**src/rtl/inst_sequencer_if.sv**
```systemverilog
// Host/decoder-facing bundle of the instruction sequencer.
// Master drives program and control, slave issues instructions.
interface inst_sequencer_if #(
  parameter int InstWidth    = 32,
  parameter int InstDepth    = 64,
  parameter int LoopCntWidth = 16,
  parameter int AddrWidth    = $clog2(InstDepth)
);
  logic                    inst_wr_en_i;
  logic [AddrWidth-1:0]    inst_wr_addr_i;
  logic [InstWidth-1:0]    inst_wr_data_i;
  logic                    start_i;
  logic                    halt_i;
  logic                    stall_i;
  logic [AddrWidth-1:0]    end_addr_i;
  logic [LoopCntWidth-1:0] loop_count_i;
  logic [InstWidth-1:0]    inst_code_o;
  logic                    inst_enable_o;
  logic [AddrWidth-1:0]    pc_o;
  logic [LoopCntWidth-1:0] loop_iter_o;
  logic                    busy_o;
  logic                    done_o;

  modport master (
    output inst_wr_en_i, inst_wr_addr_i, inst_wr_data_i,
    output start_i, halt_i, stall_i,
    output end_addr_i, loop_count_i,
    input  inst_code_o, inst_enable_o, pc_o,
    input  loop_iter_o, busy_o, done_o
  );

  modport slave (
    input  inst_wr_en_i, inst_wr_addr_i, inst_wr_data_i,
    input  start_i, halt_i, stall_i,
    input  end_addr_i, loop_count_i,
    output inst_code_o, inst_enable_o, pc_o,
    output loop_iter_o, busy_o, done_o
  );
endinterface

```
**src/rtl/inst_sequencer.sv**
```systemverilog
// Instruction fetch/sequencing unit: program memory, PC,
// loop counter and stall-gated issue toward the decoder.
module inst_sequencer #(
  parameter int InstWidth    = 32,
  parameter int InstDepth    = 64,
  parameter int LoopCntWidth = 16,
  parameter int AddrWidth    = $clog2(InstDepth)
) (
  input  logic             clk_i,
  input  logic             rst_i,
  inst_sequencer_if.slave  bus
);

  typedef enum logic [1:0] {
    IDLE = 2'd0,
    RUN  = 2'd1,
    DONE = 2'd2
  } state_t;

  localparam logic [AddrWidth-1:0] LastAddr =
    AddrWidth'(InstDepth - 1);
  localparam logic [AddrWidth-1:0] PcOne =
    AddrWidth'(1);
  localparam logic [LoopCntWidth-1:0] IterOne =
    LoopCntWidth'(1);

  logic [InstWidth-1:0] mem [InstDepth];

  state_t                  state_q, state_d;
  logic [AddrWidth-1:0]    pc_q, pc_d;
  logic [LoopCntWidth-1:0] iter_q, iter_d;
  logic [AddrWidth-1:0]    end_q, end_d;
  logic [LoopCntWidth-1:0] loop_q, loop_d;
  logic                    issue;
  logic                    done;
  logic                    latch;

  assign latch = (state_q == IDLE) && bus.start_i;

  // Clamp the end address and promote a zero loop count to one.
  always_comb begin
    end_d  = bus.end_addr_i;
    loop_d = bus.loop_count_i;
    if (int'(bus.end_addr_i) > InstDepth - 1) end_d = LastAddr;
    if (bus.loop_count_i == '0) loop_d = IterOne;
  end

  // Host writes land only while idle; contents survive reset.
  always_ff @(posedge clk_i) begin
    if (state_q == IDLE && bus.inst_wr_en_i)
      mem[bus.inst_wr_addr_i] <= bus.inst_wr_data_i;
  end

  // State, PC, iteration and latched program bounds.
  always_ff @(posedge clk_i) begin
    if (rst_i) begin
      state_q <= IDLE;
      pc_q    <= '0;
      iter_q  <= '0;
      end_q   <= '0;
      loop_q  <= '0;
    end else begin
      state_q <= state_d;
      pc_q    <= pc_d;
      iter_q  <= iter_d;
      if (latch) begin
        end_q  <= end_d;
        loop_q <= loop_d;
      end
    end
  end

  // Next-state: halt wins, then end-of-program wrap or finish.
  always_comb begin
    state_d = state_q;
    pc_d    = pc_q;
    iter_d  = iter_q;
    issue   = 1'b0;
    done    = 1'b0;
    unique case (state_q)
      IDLE: begin
        if (bus.start_i) begin
          state_d = RUN;
          pc_d    = '0;
          iter_d  = '0;
        end
      end
      RUN: begin
        issue = !bus.stall_i;
        if (bus.halt_i) begin
          state_d = IDLE;
        end else if (issue) begin
          if (pc_q != end_q) begin
            pc_d = pc_q + PcOne;
          end else if ((iter_q + IterOne) < loop_q) begin
            pc_d   = '0;
            iter_d = iter_q + IterOne;
          end else begin
            iter_d  = iter_q + IterOne;
            state_d = DONE;
          end
        end
      end
      DONE: begin
        done    = 1'b1;
        state_d = IDLE;
      end
      default: state_d = IDLE;
    endcase
  end

  assign bus.inst_enable_o = issue;
  assign bus.inst_code_o   = issue ? mem[pc_q] : '0;
  assign bus.pc_o          = pc_q;
  assign bus.loop_iter_o   = iter_q;
  assign bus.busy_o        = (state_q == RUN);
  assign bus.done_o        = done;

endmodule

```
**src/flat_wrapper.sv**
```systemverilog
// flat-port wrapper written by rule: the top's interface ports become plain ports
module inst_sequencer_flat 
#(
  parameter int InstWidth    = 32,
  parameter int InstDepth    = 64,
  parameter int LoopCntWidth = 16,
  parameter int AddrWidth    = $clog2(InstDepth)
)
  (clk_i, rst_i, bus_inst_wr_en_i, bus_inst_wr_addr_i, bus_inst_wr_data_i, bus_start_i, bus_halt_i, bus_stall_i, bus_end_addr_i, bus_loop_count_i, bus_inst_code_o, bus_inst_enable_o, bus_pc_o, bus_loop_iter_o, bus_busy_o, bus_done_o);
  inst_sequencer_if #(.InstWidth(InstWidth), .InstDepth(InstDepth), .LoopCntWidth(LoopCntWidth), .AddrWidth(AddrWidth)) bus_i ();
  input  logic clk_i;
  input  logic rst_i;
  input wire logic [$bits(bus_i.inst_wr_en_i)-1:0] bus_inst_wr_en_i;
  input wire logic [$bits(bus_i.inst_wr_addr_i)-1:0] bus_inst_wr_addr_i;
  input wire logic [$bits(bus_i.inst_wr_data_i)-1:0] bus_inst_wr_data_i;
  input wire logic [$bits(bus_i.start_i)-1:0] bus_start_i;
  input wire logic [$bits(bus_i.halt_i)-1:0] bus_halt_i;
  input wire logic [$bits(bus_i.stall_i)-1:0] bus_stall_i;
  input wire logic [$bits(bus_i.end_addr_i)-1:0] bus_end_addr_i;
  input wire logic [$bits(bus_i.loop_count_i)-1:0] bus_loop_count_i;
  output wire logic [$bits(bus_i.inst_code_o)-1:0] bus_inst_code_o;
  output wire logic [$bits(bus_i.inst_enable_o)-1:0] bus_inst_enable_o;
  output wire logic [$bits(bus_i.pc_o)-1:0] bus_pc_o;
  output wire logic [$bits(bus_i.loop_iter_o)-1:0] bus_loop_iter_o;
  output wire logic [$bits(bus_i.busy_o)-1:0] bus_busy_o;
  output wire logic [$bits(bus_i.done_o)-1:0] bus_done_o;
  assign bus_i.inst_wr_en_i = bus_inst_wr_en_i;
  assign bus_i.inst_wr_addr_i = bus_inst_wr_addr_i;
  assign bus_i.inst_wr_data_i = bus_inst_wr_data_i;
  assign bus_i.start_i = bus_start_i;
  assign bus_i.halt_i = bus_halt_i;
  assign bus_i.stall_i = bus_stall_i;
  assign bus_i.end_addr_i = bus_end_addr_i;
  assign bus_i.loop_count_i = bus_loop_count_i;
  assign bus_inst_code_o = bus_i.inst_code_o;
  assign bus_inst_enable_o = bus_i.inst_enable_o;
  assign bus_pc_o = bus_i.pc_o;
  assign bus_loop_iter_o = bus_i.loop_iter_o;
  assign bus_busy_o = bus_i.busy_o;
  assign bus_done_o = bus_i.done_o;
  inst_sequencer #(.InstWidth(InstWidth), .InstDepth(InstDepth), .LoopCntWidth(LoopCntWidth), .AddrWidth(AddrWidth)) u_core (.clk_i(clk_i), .rst_i(rst_i), .bus(bus_i));
endmodule
```
**config.mk**
```make
export PLATFORM = sky130hd
export DESIGN_NAME = inst_sequencer_flat
export DESIGN_NICKNAME = d
export VERILOG_FILES = /design/src/rtl/inst_sequencer_if.sv /design/src/rtl/inst_sequencer.sv /design/src/flat_wrapper.sv
export SDC_FILE = /design/constraint.sdc
export NUM_CORES = 2
export LEC_CHECK = 0
export CAP_MARGIN = 5
export CORE_MARGIN = 2
export CORE_UTILIZATION = 55
export CTS_CLUSTER_DIAMETER = 100
export DETAILED_ROUTE_END_ITERATION = 12
export GPL_ROUTABILITY_DRIVEN = 0
export PLACE_DENSITY_LB_ADDON = 0.12
export REMOVE_ABC_BUFFERS = 1
export SLEW_MARGIN = 5
export SYNTH_ARGS = -nofsm -noshare
export SYNTH_HDL_FRONTEND = slang
export SYNTH_SLANG_ARGS = --single-unit
```
**constraint.sdc**
```tcl
create_clock -name clk_i -period 8.9 [get_ports clk_i]
set_clock_uncertainty 0.05 [all_clocks]
set_input_delay 1.78 -clock clk_i [delete_from_list [all_inputs] [get_ports clk_i]]
set_output_delay 1.78 -clock clk_i [all_outputs]
set_load 0.1 [all_outputs]
```
# After elaboration in Yosys (flattened, before gate mapping)

Memory sizes are Yosys's and may differ from the RTL's. A register that Yosys moved wholly into a read port is not among the register bits.
Cells that the tools add are included.

Equality and inequality tests: 11
$lt $le $gt $ge: 1
Mux-type cells: 25
Add/sub/neg operators: 2
Reduce and logical (&&, ||, !) cells: 9

Operators with widths:

| operator                | number |
|---|---|
| $mux W16                | 5 |
| $mux W6                 | 7 |
| $mux W32                | 1 |
| $pmux W16 S2            | 1 |
| $add A16 B1 Y16 const B | 1 |
| $logic_not A16 Y1       | 1 |
| $lt A16 B16 Y1          | 1 |
| $pmux W6 S2             | 1 |
| $mux W2                 | 5 |
| $reduce_and A5 Y1       | 2 |
| $ne A3 B3 Y1 const B    | 3 |
| $ne A2 B2 Y1 const B    | 4 |
| $add A6 B1 Y6 const B   | 1 |
| $ne A6 B6 Y1            | 1 |
| $mux W1                 | 4 |
| $pmux W2 S2             | 1 |
| $reduce_and A4 Y1       | 1 |
| $ne A3 B1 Y1 const B    | 1 |
| $eq A2 B1 Y1 const B    | 1 |
| $eq A2 B2 Y1 const B    | 1 |
| $logic_and A1 B1 Y1     | 2 |
| $logic_not A2 Y1        | 1 |
| $reduce_bool A2 Y1      | 1 |
| $logic_not A1 Y1        | 1 |

Bits of input ports: 66
Register bits after elaboration: 46
Memories: 1
Memory bits (writable): 2,048
Logic and storage cells: 54

Memories:

| memory     | depth | bits a word | read ports | clocked after Yosys merged registers in | wr ports | line                 | RTL |
|---|---|---|---|---|---|---|---|
| u_core.mem | 64    | 32          | 1          | 1                                       | 1        | inst_sequencer.sv:27 | `logic [InstWidth-1:0] mem [InstDepth];` |

# Logic depth before layout (Yosys ltp)

Depth after elaboration: 9
Gate-level depth with buffers: 12

# Worst setup path before layout

No wires, ideal clock.

Path kind: input -> output
From: input port bus_stall_i
To: output port bus_inst_code_o[5]
Stages: 5
Arrival time: 5,512 ps
Required time: 7,070 ps
Setup slack: 1,558 ps
Path through: or3b_2 -> inv_1 -> nand2_1 -> clkbuf_1 -> o21ai_0

Longest elaborated chain between the ends: 3

RTL lines:

| item                        | line                  | RTL |
|---|---|---|
| start: declaration          | flat_wrapper.sv:18    | `input wire logic [$bits(bus_i.stall_i)-1:0] bus_stall_i;` |
| $logic_not A1 Y1            | inst_sequencer.sv:89  | `issue = !bus.stall_i;` |
| $mux W1                     | inst_sequencer.sv:80  | `unique case (state_q)` |
| named net bus_inst_enable_o | flat_wrapper.sv:22    | `output wire logic [$bits(bus_i.inst_enable_o)-1:0] bus_inst_enable_o;` |
| $mux W32                    | inst_sequencer.sv:113 | `assign bus.inst_code_o = issue ? mem[pc_q] : '0;` |
| end: declaration            | flat_wrapper.sv:21    | `output wire logic [$bits(bus_i.inst_code_o)-1:0] bus_inst_code_o;` |

The timed path passes the listed nets, and every way through them passes these cells.

# Worst setup path in the final report

From: input port bus_stall_i
To: output port bus_inst_code_o[5]

Longest elaborated chain between the ends: 3

RTL lines:

| item             | line |
|---|---|
| $logic_not A1 Y1 | inst_sequencer.sv:89 |
| $mux W1          | inst_sequencer.sv:80 |
| $mux W32         | inst_sequencer.sv:113 |

Every way passes these cells.

==> key figures <==
Run status
  – Status: finished, final reports clean

Clock network
  – Cts bufs inserted: 203
  – Post-CTS Resized: 0
  – Post-CTS setup buffer count: 0
  – CTS tree: built
  – Htree depth: 4
  – Hold buffers post-CTS: 0
  – Clock transition at path regs: 0.06 ns
  – Deepest clock path buffer count: 3
  – Root buf cell: clkbuf_16
  – Clk sinks: 2,100
  – Clock latency at the later pin of the worst-skew pair: 0.83 ns

Logic synthesis
  – Synth area leader: edfxtp_1
  – Top_reg_cell synth: edfxtp_1
  – Post-synth top area share: 75.74%
  – Number of synthesized flops with an enable pin: 2,048
  – Synth unique cells: 59
  – Compound-gate portion of the synthesized area: 1.911%
  – Synth area leaders: edfxtp_1 (76%), mux4_2 (16%), dfxtp_1 (1.3%), mux2i_1 (1.1%), nand2_1 (0.81%)
  – Netlist Area Pre-Place: 0.08120 mm2
  – Avg Synthesized Cell Area: 22.05 um2
  – Post-Synth Simple-Gate Area: 2.382%
  – Post-Syn Instances: 3,683
  – Xor/xnor cell area share of the yosys netlist: 0.1510%
  – Seq cells post-synth: 2,100
  – Combinational family with the most area after synthesis: multiplexers
  – FFs w/ async S/R, synth: 0%
  – Sequential share of the synthesized area: 77.02%
  – Synth Area in Adders: 0.2620%
  – Yosys warns: 0
  – Mux contribution to synthesized area: 16.87%

Final layout
  – Area grow syn2layout: 12.77%
  – Commonest non-fill, non-tap cell in the layout: edfxtp_1
  – Most frequent cells in the layout: edfxtp_1 (2,048), mux4_2 (564), clkbuf_16 (205), nand2_1 (175), buf_4 (123)
  – Layout cell share with drive strength beyond 1: 26.98%
  – Nets: 4,012
  – Register area: 0.06256 mm2
  – Area of the multi-input gates: 0.01801 mm2
  – Number of fill cells in the layout: 9,901
  – Final non-filler cell total: 6,026

Timing
  – # setup viols final: 0
  – Slew headroom: 14.95%
  – RSZ-0062 raised after global routing: no
  – Fin. Hold Viols: 0
  – Max Slew Vio Count: 0
  – Least-Margin Pin Slew: 1.276 ns
  – TNS Setup: 0 ns
  – Final WS setup: 1.520 ns
  – Maximum clock frequency: 135.5 MHz
  – Period minus WS final: 7.380 ns
  – Final period util: 82.92%

Global route
  – Initial antenna violation count: 25
  – Largest net degree at the start of global routing: 109
  – Total grt overflow: 0
  – First-pass GRT wire length: 300,400 um
  – Vias in the first global route: 40,230
  – GRT Util Overall: 28.62%

Power and ir drop
  – Static leakage: 27.75 nW
  – Worst VDD drop: 0.0001808 V
  – Power per cell area: 217.5 mW/mm2

Placed design
  – Dpl ws: 1.634 ns
  – Post-Place Cells: 5,641
  – Hpwl dp: 117,400 um
  – I/O Buffers: 122

Setup path
  – Startpoint types: input port
  – Crit Path Max Fanout: 11
  – Critical path capture point type: output port
  – Worst endpoint required time: 7.07 ns
  – Setup CP Type: input port to output port
  – CP Data Arrival Time: 5.55 ns

Detailed routing
  – Post-route DRC: 0
  – Drt first pass iters: 5
  – Via density: 6.683
  – Vias: 40,270
  – Final wirelength: 214,200 um
  – Initial DRC Count: 5,028
  – Antenna viol nets, final: 0
  – Wire per inst: 35.54 um

Run
  – Maxcap violations: 0

Floorplanning
  – Chip height: 388.2 um
  – FP Rows: 140
  – Initial Utilization: 55.58%
  – Core area: 0.1461 mm2
  – # IOs: 123
  – Die width: 388.2 um
  – Total die area: 0.1507 mm2

Hold path
  – Type of the tightest min-delay check: flip-flop to flip-flop
-- kinds of logic after synthesis --
| logic type | after synthesis |
|---|---|
| AO/OA/AOI/OAI | 242 |
| buffers and inverters | 221 |
| XOR/XNOR | 14 |
| flip-flops | 2100 |
| AND/OR/NAND/NOR | 427 |
| adder cells (fa/ha/maj) | 17 |
| multiplexers | 662 |
-- synth_stat cells (19+ instances only) --
cell and count:
nor2_1 104, a211oi_1 31, mux2i_1 88, buf_2 70, buf_1 24, dfxtp_1 52, o22ai_1 19, inv_1 28
a21oi_1 78, buf_4 39, mux4_2 564, nand2_1 175, nand3_1 37, a31oi_1 26, clkbuf_1 49, edfxtp_1 2048
nor2b_1 23
-- layout make-up --
| cell class | count | share of cell area [%] |
|---|---|---|
| tap | 1917 | 2.620 |
| inverter | 29 | 0.1230 |
| multi-input combinational | 1362 | 19.66 |
| sequential | 2100 | 68.32 |
| antenna | 13 | 0.03553 |
| clock inverter | 113 | 1.224 |
| clock buffer | 259 | 5.868 |
| timing repair buffer | 233 | 2.145 |
-- report_power, final --
group | leakage, nW | internal (W) | switching [W]
clock | 3.17 | 0.00482 | 0.00361
combinational | 5.73 | 0.000184 | 0.000393
sequential | 18.8 | 0.0109 | 0.0000198
-- per-stage QoR --
stage | cell area (um2) | hold WS (ns) | utilization [%] | total power, W
after floorplan | 80170 | 0.3803 | - | 0.01158
after global placement | 85040 | 0.4025 | 58.21 | 0.01167
after detailed placement | 85040 | 0.4081 | 58.21 | 0.01170
after CTS | 91530 | 0.4168 | 62.65 | 0.02002
after global routing | 91550 | 0.4390 | 62.67 | 0.02044
final | 91560 | 0.4174 | 62.68 | 0.01991
-- worst max-delay path, cell delays in order --
cell and delay [ns]:
clkdlybuf4s50_1 0.44, or3b_2 0.71, inv_1 0.44, nand2_1 0.46, nor2_1 0.58, a21oi_1 0.16
o21ai_0 0.49, buf_4 0.45
-- registers in the layout (all words and copies together) (netlist names), named ones only --
| register | flops |
|---|---|
| u_core.state_q | 2 |
| u_core.mem | 2048 |
| u_core.end_q | 6 |
| u_core.loop_q | 16 |
| u_core.bus.pc_o | 6 |
| u_core.bus.loop_iter_o | 16 |
-- layer usage --
metal  vias up  track usage (%)  wire (um)
li1      16000                -          -
met1     21780            40.71      84250
met2      2134            44.78     103400
met3       339            6.413      19890
met4        10            9.204       6543
met5         -                0         58
-- path summary, 6_finish.rpt --
| check | startpoint | slack [ns] | endpoint | depth (start not counted) |
|---|---|---|---|---|
| hold reg to reg | u_core.loop_q[7] | 0.42 | u_core.loop_q[7] | 2 |
| setup / recovery | bus_stall_i | 1.52 | bus_inst_code_o[5] | 8 |
| setup reg to reg | u_core.state_q[0] | 4.46 | u_core.mem[43][21] | 4 |
| hold / removal | u_core.loop_q[7] | 0.42 | u_core.loop_q[7] | 2 |
(Power assumes the default switching activity.)
